`config.mk`:
```
export PLATFORM = sky130hd
export DESIGN_NAME = song_sequencer
export DESIGN_NICKNAME = d
export VERILOG_FILES = /design/src/rtl/song_sequencer.sv
export SDC_FILE = /design/constraint.sdc
export NUM_CORES = 1
export LEC_CHECK = 0
export ABC_AREA = 1
export CAP_MARGIN = 20
export CORE_UTILIZATION = 64
export CTS_BUF_LIST = sky130_fd_sc_hd__clkbuf_4 sky130_fd_sc_hd__clkbuf_8
export CTS_CLUSTER_DIAMETER = 40
export DETAILED_ROUTE_END_ITERATION = 12
export GPL_TIMING_DRIVEN = 0
export PLACE_DENSITY = 0.83
export SETUP_SLACK_MARGIN = 0.2
export SLEW_MARGIN = 20
export SYNTH_ARGS = -nofsm -noshare
export SYNTH_HDL_FRONTEND = slang
export SYNTH_SLANG_ARGS = --single-unit
```
`constraint.sdc`:
```
create_clock -name clk -period 3.1 [get_ports clk]
set_input_delay 0.62 -clock clk [delete_from_list [all_inputs] [get_ports clk]]
set_output_delay 0.62 -clock clk [all_outputs]
set_load 0.02 [all_outputs]
```
`src/rtl/song_sequencer.sv`:
```
// Song player: walks note words of the selected song out of an external
// synchronous ROM and drives a passive buzzer with a volume-scaled square wave.
module song_sequencer #(
  parameter int unsigned CLK_HZ      = 100_000_000,
  parameter int unsigned UNIT_CYCLES = 12_500_000,
  parameter int unsigned GAP_CYCLES  = 1_250_000,
  parameter int unsigned SEL_W       = 2,
  parameter int unsigned SONG_AW     = 6,
  parameter bit          IDLE_LVL    = 1'b1
) (
  input  logic                       clk,
  input  logic                       rst_n,
  input  logic                       start,
  input  logic                       stop,
  input  logic                       pause,
  input  logic                       loop,
  input  logic [SEL_W-1:0]           song_sel,
  input  logic [1:0]                 volume,
  output logic [SEL_W+SONG_AW-1:0]   rom_addr,
  input  logic [7:0]                 rom_data,
  output logic                       buzzer,
  output logic                       busy,
  output logic                       done,
  output logic [3:0]                 cur_pitch
);

  localparam int unsigned PER_W = 20;
  localparam int unsigned DUR_W = $clog2(64'd16 * 64'(UNIT_CYCLES));
  localparam int unsigned LEN_W = DUR_W + 5;

  typedef enum logic [2:0] {
    S_IDLE,
    S_FETCH,
    S_DECODE,
    S_PLAY,
    S_GAP
  } state_t;

  state_t              state;
  logic [SEL_W-1:0]    song;
  logic [SONG_AW-1:0]  note_idx;
  logic [DUR_W-1:0]    dur_cnt;
  logic [PER_W-1:0]    tone_cnt;
  logic [PER_W-1:0]    period;

  logic [3:0]          rom_pitch_c;
  logic [3:0]          rom_dur_c;
  logic [PER_W-1:0]    period_c;
  logic [LEN_W-1:0]    play_len_c;
  logic [PER_W-1:0]    thresh_c;
  logic                tone_on_c;

  // Tone period in clk cycles for each pitch code; rest and end marker get 0.
  function automatic logic [PER_W-1:0] pitch_period(input logic [3:0] p);
    case (p)
      4'd1:    pitch_period = PER_W'(CLK_HZ / 32'd262);
      4'd2:    pitch_period = PER_W'(CLK_HZ / 32'd294);
      4'd3:    pitch_period = PER_W'(CLK_HZ / 32'd330);
      4'd4:    pitch_period = PER_W'(CLK_HZ / 32'd349);
      4'd5:    pitch_period = PER_W'(CLK_HZ / 32'd392);
      4'd6:    pitch_period = PER_W'(CLK_HZ / 32'd440);
      4'd7:    pitch_period = PER_W'(CLK_HZ / 32'd494);
      4'd8:    pitch_period = PER_W'(CLK_HZ / 32'd523);
      4'd9:    pitch_period = PER_W'(CLK_HZ / 32'd587);
      4'd10:   pitch_period = PER_W'(CLK_HZ / 32'd659);
      4'd11:   pitch_period = PER_W'(CLK_HZ / 32'd698);
      4'd12:   pitch_period = PER_W'(CLK_HZ / 32'd784);
      4'd13:   pitch_period = PER_W'(CLK_HZ / 32'd880);
      4'd14:   pitch_period = PER_W'(CLK_HZ / 32'd988);
      default: pitch_period = '0;
    endcase
  endfunction

  // Note decode: audible portion is (dur+1)*UNIT - GAP cycles, loaded as count-1.
  always_comb begin
    rom_pitch_c = rom_data[7:4];
    rom_dur_c   = rom_data[3:0];
    period_c    = pitch_period(rom_pitch_c);
    play_len_c  = LEN_W'(rom_dur_c) * LEN_W'(UNIT_CYCLES)
                + LEN_W'(UNIT_CYCLES - GAP_CYCLES - 32'd1);
  end

  // Duty threshold: volume 1/2/3 keeps 1/8, 1/4, 1/2 of the period active.
  always_comb begin
    thresh_c = '0;
    case (volume)
      2'd1:    thresh_c = period >> 3;
      2'd2:    thresh_c = period >> 2;
      2'd3:    thresh_c = period >> 1;
      default: thresh_c = '0;
    endcase
    tone_on_c = (cur_pitch != 4'd0) && (tone_cnt < thresh_c);
  end

  always_ff @(posedge clk or negedge rst_n) begin
    if (!rst_n) begin
      state     <= S_IDLE;
      song      <= '0;
      note_idx  <= '0;
      dur_cnt   <= '0;
      tone_cnt  <= '0;
      period    <= '0;
      rom_addr  <= '0;
      buzzer    <= IDLE_LVL;
      busy      <= 1'b0;
      done      <= 1'b0;
      cur_pitch <= '0;
    end else begin
      done   <= 1'b0;
      buzzer <= IDLE_LVL;
      if (stop) begin
        state     <= S_IDLE;
        busy      <= 1'b0;
        cur_pitch <= '0;
      end else begin
        case (state)
          S_IDLE: begin
            if (start) begin
              song     <= song_sel;
              note_idx <= '0;
              rom_addr <= {song_sel, SONG_AW'(0)};
              busy     <= 1'b1;
              state    <= S_FETCH;
            end
          end
          S_FETCH: state <= S_DECODE;
          S_DECODE: begin
            if (rom_pitch_c == 4'hF) begin
              if (loop) begin
                note_idx <= '0;
                rom_addr <= {song, SONG_AW'(0)};
                state    <= S_FETCH;
              end else begin
                done  <= 1'b1;
                busy  <= 1'b0;
                state <= S_IDLE;
              end
            end else begin
              period    <= period_c;
              dur_cnt   <= DUR_W'(play_len_c);
              tone_cnt  <= '0;
              cur_pitch <= rom_pitch_c;
              state     <= S_PLAY;
            end
          end
          // Pause freezes tone phase and duration; buzzer falls silent meanwhile.
          S_PLAY: begin
            if (!pause) begin
              buzzer   <= tone_on_c ? ~IDLE_LVL : IDLE_LVL;
              tone_cnt <= (tone_cnt == period - PER_W'(1)) ? '0 : tone_cnt + PER_W'(1);
              if (dur_cnt == '0) begin
                dur_cnt <= DUR_W'(GAP_CYCLES - 32'd1);
                state   <= S_GAP;
              end else begin
                dur_cnt <= dur_cnt - DUR_W'(1);
              end
            end
          end
          S_GAP: begin
            if (!pause) begin
              if (dur_cnt == '0) begin
                note_idx  <= note_idx + SONG_AW'(1);
                rom_addr  <= {song, note_idx + SONG_AW'(1)};
                cur_pitch <= '0;
                state     <= S_FETCH;
              end else begin
                dur_cnt <= dur_cnt - DUR_W'(1);
              end
            end
          end
          default: state <= S_IDLE;
        endcase
      end
    end
  end

endmodule

```
==> results of run 1 <==
-- layout by cell type (no fill, tap or decap), types with 4 or more instances in the layout --
cell             count
xor2_1              38
nor2_2              13
xnor2_1              6
buf_2                9
a211oi_1             4
nor2_4              13
clkbuf_8             9
o21ai_0             66
buf_6               13
clkbuf_1            15
o21ai_1              8
nand3_2             13
a22oi_1              5
a31oi_1             13
nor4_1               4
o21a_1               4
inv_2                9
o22ai_1             13
nor3b_1              6
inv_8                4
a221oi_1             5
clkdlybuf4s50_1     25
dfrtp_1             90
fa_1                 5
ha_1                49
a21oi_1             54
nand2_4             10
nor2_1             152
inv_1              167
buf_4               36
a21oi_2              4
nand3_1             88
o31ai_1              4
o211ai_1             5
nand3b_1             8
nand2_1            308
nand2_2             35
nand4_1             20
nor3_1              18
-- cell usage after synthesis, types with 7 or more instances --
cell type,number,area share
clkbuf_1,18,0.0077
nand3_1,96,0.055
nand3_2,7,0.0080
a21oi_1,58,0.033
ha_1,53,0.076
nor3_1,18,0.010
xor2_1,38,0.038
fa_1,8,0.018
o22ai_1,14,0.010
nor2_1,164,0.070
nand2_2,8,0.0057
nor2_2,8,0.0057
nand4_1,20,0.014
nand2_1,343,0.15
inv_1,170,0.073
buf_2,10,0.0057
a31oi_1,13,0.0093
nand3b_1,8,0.0069
o21ai_0,68,0.039
dfrtp_1,90,0.26
-- logic make-up (layout without fill, tap and decap cells) --
logic type | Yosys count | in the layout | share of synthesized area
AND/OR/NAND/NOR | 704 | 704 | 0.359
multiplexers | 2 | 2 | 0.00258
buffers and inverters | 213 | 300 | 0.0964
adder cells (fa/ha/maj) | 61 | 61 | 0.0942
flip-flops | 91 | 91 | 0.261
XOR/XNOR | 48 | 48 | 0.0515
AO/OA/AOI/OAI | 204 | 204 | 0.136
-- power groups by stage --
stage | clock network, mW | logic [mW] | registers, mW
floorplan | 0 | 2.77 | 1.90
global placement | 0 | 3.58 | 1.98
detailed placement | 0 | 3.69 | 1.98
CTS | 0.874 | 4.01 | 1.96
global route | 0.922 | 4.93 | 2.02
finish | 0.875 | 4.51 | 1.98
-- area by class of cell --
class	instances	share of cell area
multi-input combinational	1019	0.584
sequential	91	0.223
timing repair buffer	71	0.0672
inverter	178	0.0655
tap	176	0.0216
buffer	35	0.0182
clock buffer	9	0.0121
clock inverter	7	0.00773
-- flip-flops by register name, indices dropped and copies added (netlist names) --
name       cells
dur_cnt       28
tone_cnt      20
period        19
rom_addr       7
note_idx       5
cur_pitch      4
state          3
song           2
busy           1
buzzer         1
done           1
-- critical path: cells and delay by family --
family | cells | cell delay [ns]
adder cells (fa/ha/maj) | 3 | 1.53
buffers and inverters | 8 | 0.82
AND/OR/NAND/NOR | 6 | 0.62
AO/OA/AOI/OAI | 1 | 0.09
-- per-layer routing --
metal  vias up  wire [um]
li1       4491          -
met1      4355      10600
met2       485      12400
met3       131       2020
met4         0       1490
met5         -          0
-- timing repair --
item                                   4_1_cts  5_1_grt
resized for setup                           77       63
setup endpoints to repair                   16       24
gates cloned                                 0        0
pin swaps                                   25       39
buffers inserted                            21       19
endpoints found under the hold margin        0        0
-- through the flow --
stage,hold slack [ns],util,setup TNS (ns),worst slack (ns),power (mW)
detailed placement,0.467,0.699,-17.84,-1.53,5.67
CTS,0.137,0.741,-1.14,-0.196,6.85
global route,0.162,0.767,-3.60,-0.395,7.88
global placement,0.458,0.697,-195.82,-1.98,5.56
floorplan,0.324,-,-2.68,-0.340,4.67
finish,0.120,0.767,-2.24,-0.300,7.36
-- final timing paths --
path | from | endpoint | slack (ns) | cells after the start
setup / recovery | rom_data[3] | dur_cnt[14] | -0.30 | 18
hold / removal | rst_n | tone_cnt[18] | 0.12 | 1
setup reg to reg | state[2] | tone_cnt[4] | 0.28 | 8
hold reg to reg | rom_addr[3] | rom_addr[3] | 0.49 | 2
max in group asynchronous | rst_n | buzzer | 2.36 | 2
min in group clk | rom_addr[3] | rom_addr[3] | 0.49 | 2
==> impl_metrics.csv, run 1 <==
group,metric,value,unit
outcome,violations,"setup timing",
detailed_routing,first_iter_violations,1110,
run,maxCapViolations,0,
sta,slew_violations,0,
floorplan,dieArea,14100,um^2
floorplan,die_w,119,um
synth,avgSynthCellArea,6.60,um^2
cts,clk_pin_slew,0.11,ns
critical_path,worst-setup-path-type,"in -> reg",
detailed_routing,avgViaCountPerCell,5.97,
floorplan,core_area,13300,um^2
power_and_ir_drop,seq_power_share,0.269,
sta,rsz0062_at_grt,"yes",
sta,layout_setup_ws,-0.300,ns
detailed_routing,ant_nets,0,
floorplan,start_util,0.657,
critical_path,startpoint_type,"input pin",
cts,hold_buffers,0,
critical_path,required,3.39,ns
cts,htreeDepth,3,
power_and_ir_drop,leakagePower,4.97,nW
layout,nets,1484,
detailed_routing,remaining_drc_errors,0,
cts,clockRootBuffer,"clkbuf_8",
global_route,grt_overflow,0,
critical_path,max_stage_delay,0.60,ns
cts,clockBufferDepth,2,
power_and_ir_drop,irDropWorstVdd,0.433,mV
critical_path,worstPathArrival,3.69,ns
synth,synth_flop_cell,"dfrtp_1",
power_and_ir_drop,switching_share,0.515,
cts,cts_tree,"done",
power_and_ir_drop,p_int,3.57,mW
critical_path,worst-path-max-fanout,4,
layout,fillers,1048,
sta,max_clock_freq,0.294,GHz
critical_path,crit_path_end_kind,"flip-flop",
global_route,track_usage,0.363,
detailed_routing,wl_per_cell,16.8,um
detailed_routing,vias,9462,
sta,worstMarginPinSlew,0.879,ns
sta,fin_skew,0.0180,ns
sta,hold_violations,0,
layout,drive_above_1_share,0.148,
floorplan,die_h,119,um
layout,area_growth,16.7,%
detailed_routing,first_pass_iters,6,
synth,syn_nets,1402,
global_route,grt_pass1_vias,8618,
global_route,antenna_found_initial,0,
sta,setup_violations,12,
critical_path,cpMaxStageDelayCell,"fa_2",
critical_path,crit_top_cell,"buf_6",
sta,finalCritPeriodShare,1.10,
layout,layout.cells.non_filler,1586,
layout,seq_area,2280,um^2
min_path,hp-class,"in -> async",
floorplan,row_count,42,
power_and_ir_drop,comb_power_share,0.612,
outcome,status,"finished, violations left",
cts,numCtsBuffers,9,
global_route,met1_usage,0.456,
synth,async_reset_ff_frac,1.00,
place,place.gp.congestion,0.947,
layout,multi_input_area,5960,um^2
place,placed_area,9300,um^2
layout,finalInstanceArea,10200,um^2
floorplan,pin_count,33,
power_and_ir_drop,p_clk_frac,0.119,
critical_path,crit_chain,"buf_12 -> fa_2 -> fa_2 -> fa_2 -> nand2_2 -> inv_2 -> nor2_4 -> nand2_2 -> buf_6 -> buf_6 -> buf_6 -> buf_6 -> buf_6 -> buf_6 -> nand2_4 -> o22ai_2 -> nand2_1 -> nand2_1",
place,dpl.cell_count,1530,
cts,clk_latency,0.41,ns
synth,yosys_register_bits,91,
power_and_ir_drop,powerDensity,722,nW/um^2
sta,slew_headroom,0.412,
global_route,grt_pass1_wl,41000,um
power_and_ir_drop,p_switching,3.79,mW
synth,synth_edf_count,0,
layout,antenna_cells,0,
cts,cts_sinks,91,
global_route,grt_max_degree,49,
global_route,grt.busiest_layer,"met2",
synth,synthCells,1323,
global_route,use_met2,0.597,
place,dp_hpwl,18700,um
synth,synth_area,8740,um^2
sta,post-route-min-period,3.40,ns
place,port_buffers,30,
global_route,met3_usage,0.0623,
detailed_routing,wirelength,26600,um
synth,ys_types,58,
synth,seq_area_frac_synth,0.261,
synth,ys_warn_count,0,
(Power assumes the default switching activity.)
==> run 2: changes to the inputs <==
--- a/config.mk
+++ b/config.mk
@@ -7,12 +7,12 @@
 export LEC_CHECK = 0
 export ABC_AREA = 1
 export CAP_MARGIN = 20
-export CORE_UTILIZATION = 64
-export CTS_BUF_LIST = sky130_fd_sc_hd__clkbuf_4 sky130_fd_sc_hd__clkbuf_8
+export CORE_UTILIZATION = 63
+export CTS_BUF_LIST = sky130_fd_sc_hd__clkbuf_16
 export CTS_CLUSTER_DIAMETER = 40
 export DETAILED_ROUTE_END_ITERATION = 12
 export GPL_TIMING_DRIVEN = 0
-export PLACE_DENSITY = 0.83
+export PLACE_DENSITY = 0.82
 export SETUP_SLACK_MARGIN = 0.2
 export SLEW_MARGIN = 20
 export SYNTH_ARGS = -nofsm -noshare
==> impl_metrics.csv, run 2 (synthesized netlist as in run 1, its figures left out) <==
group,metric,value,unit
outcome,status,"finished, violations left",
outcome,violations,"setup timing",
sta,hold_violations,0,
sta,worstMarginPinSlew,0.691,ns
critical_path,crit_buf_inv,2,
critical_path,reg2reg_from,"state[2]",
critical_path,cpMaxStageDelayCell,"fa_2",
layout,fillers,1109,
critical_path,crit_chain,"buf_12 -> fa_2 -> fa_2 -> fa_2 -> inv_1 -> nand2_2 -> nand2_2 -> nand3_4 -> nor2_4 -> nand2_2 -> nand2_1 -> nand2_1 -> nand2_2 -> nand2_2 -> nand2_2 -> nand2_1 -> nand2_1 -> nand3_2 -> a21boi_2",
floorplan,core_area,13400,um^2
critical_path,worstPathArrival,3.61,ns
global_route,antenna_found_initial,0,
sta,finalCritPeriodShare,1.07,
critical_path,max_stage_delay,0.66,ns
critical_path,crit_path_end_kind,"flip-flop",
global_route,met1_usage,0.440,
detailed_routing,first_pass_iters,6,
power_and_ir_drop,powerDensity,725,nW/um^2
critical_path,r2r_cells,8,
cts,clockBufferDepth,2,
floorplan,row_count,42,
sta,rsz0062_at_grt,"yes",
global_route,grt_pass1_wl,39400,um
detailed_routing,first_iter_violations,878,
critical_path,worst-path-max-fanout,4,
critical_path,path_depth,19,
power_and_ir_drop,irDropWorstVdd,0.421,mV
layout,reg.largest.list,"dur_cnt x28, tone_cnt x20, period x19",
layout,nets,1465,
critical_path,path_delay_family,"adder cells",
layout,final_cell_mix,"nand2_1, inv_1, nor2_1, dfrtp_1, nand3_1",
cts,htreeDepth,3,
sta,fin_skew,0.0126,ns
critical_path,worst-setup-path-type,"in -> reg",
sta,slew_headroom,0.538,
critical_path,required,3.39,ns
global_route,met3_usage,0.0471,
cts,clockRootBuffer,"clkbuf_16",
global_route,grt_max_degree,55,
floorplan,pin_count,33,
power_and_ir_drop,leakagePower,4.91,nW
critical_path,critPathLaunch,"rom_data[3]",
floorplan,die_h,120,um
place,port_buffers,30,
global_route,use_met2,0.595,
sta,setup_violations,12,
sta,post-route-min-period,3.32,ns
global_route,grt.busiest_layer,"met2",
global_route,track_usage,0.344,
min_path,hp-class,"in -> async",
cts,clk_latency,0.36,ns
detailed_routing,avgViaCountPerCell,5.77,
detailed_routing,wl_per_cell,15.6,um
place,dp_hpwl,18400,um
run,maxCapViolations,0,
cts,cts_sinks,91,
layout,final_common_cell,"nand2_1",
critical_path,reg2reg_slack,0.31,ns
floorplan,die_w,120,um
place,placed_area,9300,um^2
detailed_routing,vias,9037,
floorplan,start_util,0.652,
critical_path,cp-endpoint,"dur_cnt[24]",
place,place.gp.congestion,1.03,
cts,cts_tree,"done",
floorplan,dieArea,14300,um^2
layout,drive_above_1_share,0.129,
critical_path,startpoint_type,"input pin",
detailed_routing,ant_nets,0,
layout,largest-register,"dur_cnt",
detailed_routing,remaining_drc_errors,0,
global_route,grt_overflow,0,
critical_path,crit_top_cell,"nand2_2",
layout,largest_reg_flops,28,
critical_path,reg2reg_to,"tone_cnt[4]",
sta,finalHoldWorstSlack,0.163,ns
sta,max_clock_freq,0.301,GHz
detailed_routing,wirelength,24400,um
global_route,grt_pass1_vias,8351,
sta,layout_setup_ws,-0.222,ns
sta,slew_violations,0,
layout,area_growth,15.5,%
layout,antenna_cells,0,
cts,numCtsBuffers,9,
layout,finalInstanceArea,10100,um^2
cts,clk_pin_slew,0.07,ns
==> run 2: cell types whose count changed in the layout (fill, tap and decap cells not counted), sizes merged <==
cell,previous run,this run
buf,62,43
==> run 2: stage by stage <==
| step | std cells | worst slack [ns] | utilization | setup TNS (ns) | power (mW) |
|---|---|---|---|---|---|
| after global routing | 1567 | -0.398 | 0.753 | -3.43 | 7.87 |
| final | 1567 | -0.222 | 0.753 | -1.64 | 7.32 |
| after global placement | 1529 | -1.98 | 0.692 | -195.45 | 5.55 |
| after floorplan | 1323 | -0.340 | - | -2.68 | 4.67 |
| after CTS | 1559 | -0.195 | 0.737 | -1.10 | 7.01 |
| after detailed placement | 1530 | -1.46 | 0.694 | -17.18 | 5.63 |
==> run 2: area by class of cell <==
cell class | instances | area, um^2 | share of cell area
inverter | 178 | 668 | 0.0662
clock buffer | 9 | 225 | 0.0223
timing repair buffer | 52 | 524 | 0.0519
sequential | 91 | 2280 | 0.226
multi-input combinational | 1019 | 5920 | 0.586
tap | 176 | 220 | 0.0218
buffer | 35 | 183 | 0.0181
clock inverter | 7 | 76.3 | 0.00756
==> run 2: per-layer routing <==
metal  part of all wire  vias to the layer above
li1                   -                     4441
met5                  0                        -
met4              0.032                        0
met3              0.052                       61
met1               0.43                     4239
met2               0.48                      296
==> run 2: repair_timing <==
item	4_1_cts	5_1_grt
hold buffers	0	0
setup buffers	13	8
resized for setup	72	48
pin swaps	25	26
endpoints found under the setup margin	16	15
==> run 2: how the worst min path moves through the flow <==
stage	to	slack (ns)	depth (start not counted)
detailed placement	rom_addr[1]	0.47	2
floorplan	busy	0.32	0
CTS	tone_cnt[16]	0.18	1
finish	tone_cnt[16]	0.16	1
global route	tone_cnt[16]	0.19	1
global placement	rom_addr[3]	0.46	2
==> run 2: power breakdown <==
group          switching (mW)  internal [mW]  leakage (nW)
Clock                   0.573          0.575         0.149
Combinational            2.64           1.55          3.63
Sequential              0.421           1.56          1.13
Total                    3.64           3.68          4.91
==> run 2: worst reg2reg max path, delay by kind of cell, from the launching register on <==
kind	cells	cell delay (ns)
DFF	1	0.45
and+or+nand+nor	5	1.50
buffers and inverters	3	0.77
==> run 3: changes to the inputs <==
--- a/config.mk
+++ b/config.mk
@@ -7,10 +7,12 @@
 export LEC_CHECK = 0
 export ABC_AREA = 1
 export CAP_MARGIN = 20
+export CORE_MARGIN = 1
 export CORE_UTILIZATION = 63
 export CTS_BUF_LIST = sky130_fd_sc_hd__clkbuf_16
 export CTS_CLUSTER_DIAMETER = 40
 export DETAILED_ROUTE_END_ITERATION = 12
+export GPL_ROUTABILITY_DRIVEN = 0
 export GPL_TIMING_DRIVEN = 0
 export PLACE_DENSITY = 0.82
 export SETUP_SLACK_MARGIN = 0.2
==> impl_metrics.csv, run 3 (synthesized netlist as in run 1, its figures left out) <==
group,metric,value,unit
cts,hold_buffers,0,
detailed_routing,remaining_drc_errors,0,
floorplan,row_count,42,
sta,hold_violations,0,
layout,drive_above_1_share,0.142,
cts,clockRootBuffer,"clkbuf_16",
power_and_ir_drop,p_clk_frac,0.158,
cts,cts_tree,"done",
layout,antenna_cells,0,
sta,finalHoldWorstSlack,0.160,ns
sta,slew_violations,0,
power_and_ir_drop,p_int,3.84,mW
layout,area_growth,16.9,%
critical_path,worst-path-max-fanout,5,
detailed_routing,vias,9375,
floorplan,die_h,120,um
power_and_ir_drop,seq_power_share,0.261,
min_path,hp-class,"in -> async",
critical_path,worst-setup-path-type,"in -> reg",
cts,htreeDepth,3,
sta,rsz0062_at_grt,"yes",
sta,layout_setup_ws,-0.324,ns
sta,post-route-min-period,3.42,ns
cts,clockBufferDepth,2,
cts,clk_latency,0.36,ns
detailed_routing,ant_nets,0,
sta,slew_headroom,0.544,
floorplan,dieArea,14300,um^2
outcome,violations,"setup timing",
run,maxCapViolations,0,
floorplan,start_util,0.652,
global_route,antenna_found_initial,0,
detailed_routing,first_pass_iters,6,
layout,final_common_cell,"nand2_1",
layout,fillers,1068,
sta,fin_skew,0.0130,ns
power_and_ir_drop,irDropWorstVdd,0.477,mV
critical_path,required,3.39,ns
sta,finalCritPeriodShare,1.10,
layout,multi_input_area,5970,um^2
detailed_routing,wl_per_cell,16.2,um
layout,largest_reg_flops,28,
sta,max_clock_freq,0.292,GHz
global_route,grt_pass1_wl,39300,um
layout,layout.cells.non_filler,1574,
place,port_buffers,30,
critical_path,crit_path_end_kind,"flip-flop",
power_and_ir_drop,power,7.59,mW
detailed_routing,avgViaCountPerCell,5.96,
layout,nets,1472,
global_route,track_usage,0.342,
detailed_routing,first_iter_violations,1126,
sta,setup_violations,11,
power_and_ir_drop,comb_power_share,0.582,
detailed_routing,wirelength,25400,um
global_route,grt_max_degree,57,
outcome,status,"finished, violations left",
critical_path,startpoint_type,"input pin",
place,dpl.cell_count,1530,
power_and_ir_drop,switching_share,0.494,
sta,worstMarginPinSlew,0.681,ns
layout,final_cell_mix,"nand2_1, inv_1, nor2_1, dfrtp_1, nand3_1",
layout,reg.largest.list,"dur_cnt x28, tone_cnt x20, period x19",
cts,clk_pin_slew,0.08,ns
floorplan,die_w,120,um
floorplan,pin_count,33,
cts,cts_sinks,91,
power_and_ir_drop,p_switching,3.75,mW
place,dp_hpwl,18000,um
global_route,grt_overflow,0,
floorplan,core_area,13400,um^2
cts,numCtsBuffers,9,
critical_path,worstPathArrival,3.72,ns
power_and_ir_drop,leakagePower,4.95,nW
power_and_ir_drop,powerDensity,743,nW/um^2
layout,largest-register,"dur_cnt",
layout,seq_area,2280,um^2
global_route,grt_pass1_vias,8463,
[run 3: cell types whose count changed in the layout (fill, tap and decap cells not counted), sizes merged]
| cell | delta |
|---|---|
| buf | +6 |
| bufinv | +1 |
| clkbuf | +1 |
| clkinv | -3 |
| clkinvlp | +1 |
| inv | +1 |
[run 3: layer usage]
layer / share of wire / routed length [um] / GRT usage / up-vias
met1: 0.41 / 10500 / 0.438 / 4328
met2: 0.48 / 12300 / 0.594 / 480
met4: 0.039 / 980 / 0.116 / 0
met5: 0 / 0 / 0 / -
met3: 0.067 / 1700 / 0.0447 / 104
li1: - / - / - / 4463
[run 3: worst max-delay path, stage by stage]
cell and delay [ns]:
buf_12 0.11, fa_2 0.50, fa_2 0.67, fa_2 0.48
or2_4 0.27, nand2_4 0.08, nand3_4 0.09, nor2_4 0.17
nand2_4 0.09, nand3_1 0.14, nor2_1 0.07, nand2_1 0.05
nand3_1 0.06, nand2_1 0.08, nand3_2 0.10, a21oi_2 0.15
[run 3: worst paths after layout]
check / start / endpoint / slack, ns / cells after the start
worst max-delay path: rom_data[1] / dur_cnt[27] / -0.32 / 16
worst min-delay path: rst_n / tone_cnt[16] / 0.16 / 1
worst max register to register: period[0] / tone_cnt[7] / 0.46 / 16
worst min register to register: rom_addr[3] / rom_addr[3] / 0.47 / 2
max in group asynchronous: rst_n / buzzer / 2.33 / 2
min in group clk: rom_addr[3] / rom_addr[3] / 0.47 / 2
[run 3: per-stage QoR]
step / instance area, um^2 / setup slack [ns] / TNS (ns) / util
6_report: 10200 / -0.324 / -2.77 / 0.762
5_1_grt: 10200 / -0.421 / -4.09 / 0.762
4_1_cts: 9890 / -0.178 / -1.43 / 0.738
3_5_place_dp: 9300 / -1.46 / -17.14 / 0.694
3_3_place_gp: 9270 / -1.98 / -195.12 / 0.692
2_1_floorplan: 8750 / -0.340 / -2.68 / -
[run 3: power groups by stage]
stage,registers (mW),clock network (mW),logic [mW]
floorplan,1.90,0,2.77
global placement,1.97,0,3.57
detailed placement,1.98,0,3.66
CTS,1.96,1.20,3.94
global route,2.03,1.24,4.87
finish,1.98,1.20,4.41
[run 3: what timing repair did]
| item | in CTS | in global routing |
|---|---|---|
| setup buffers | 18 | 10 |
| resized for setup | 65 | 67 |
| endpoints found under the setup margin | 15 | 16 |
| pin swaps | 23 | 37 |
[run 3: layout make-up]
cell class,instances,share of cell area
clock buffer,9,0.0221
multi-input combinational,1019,0.584
sequential,91,0.223
buffer,35,0.0175
timing repair buffer,59,0.0572
clock inverter,7,0.00870
inverter,178,0.0654
tap,176,0.0216
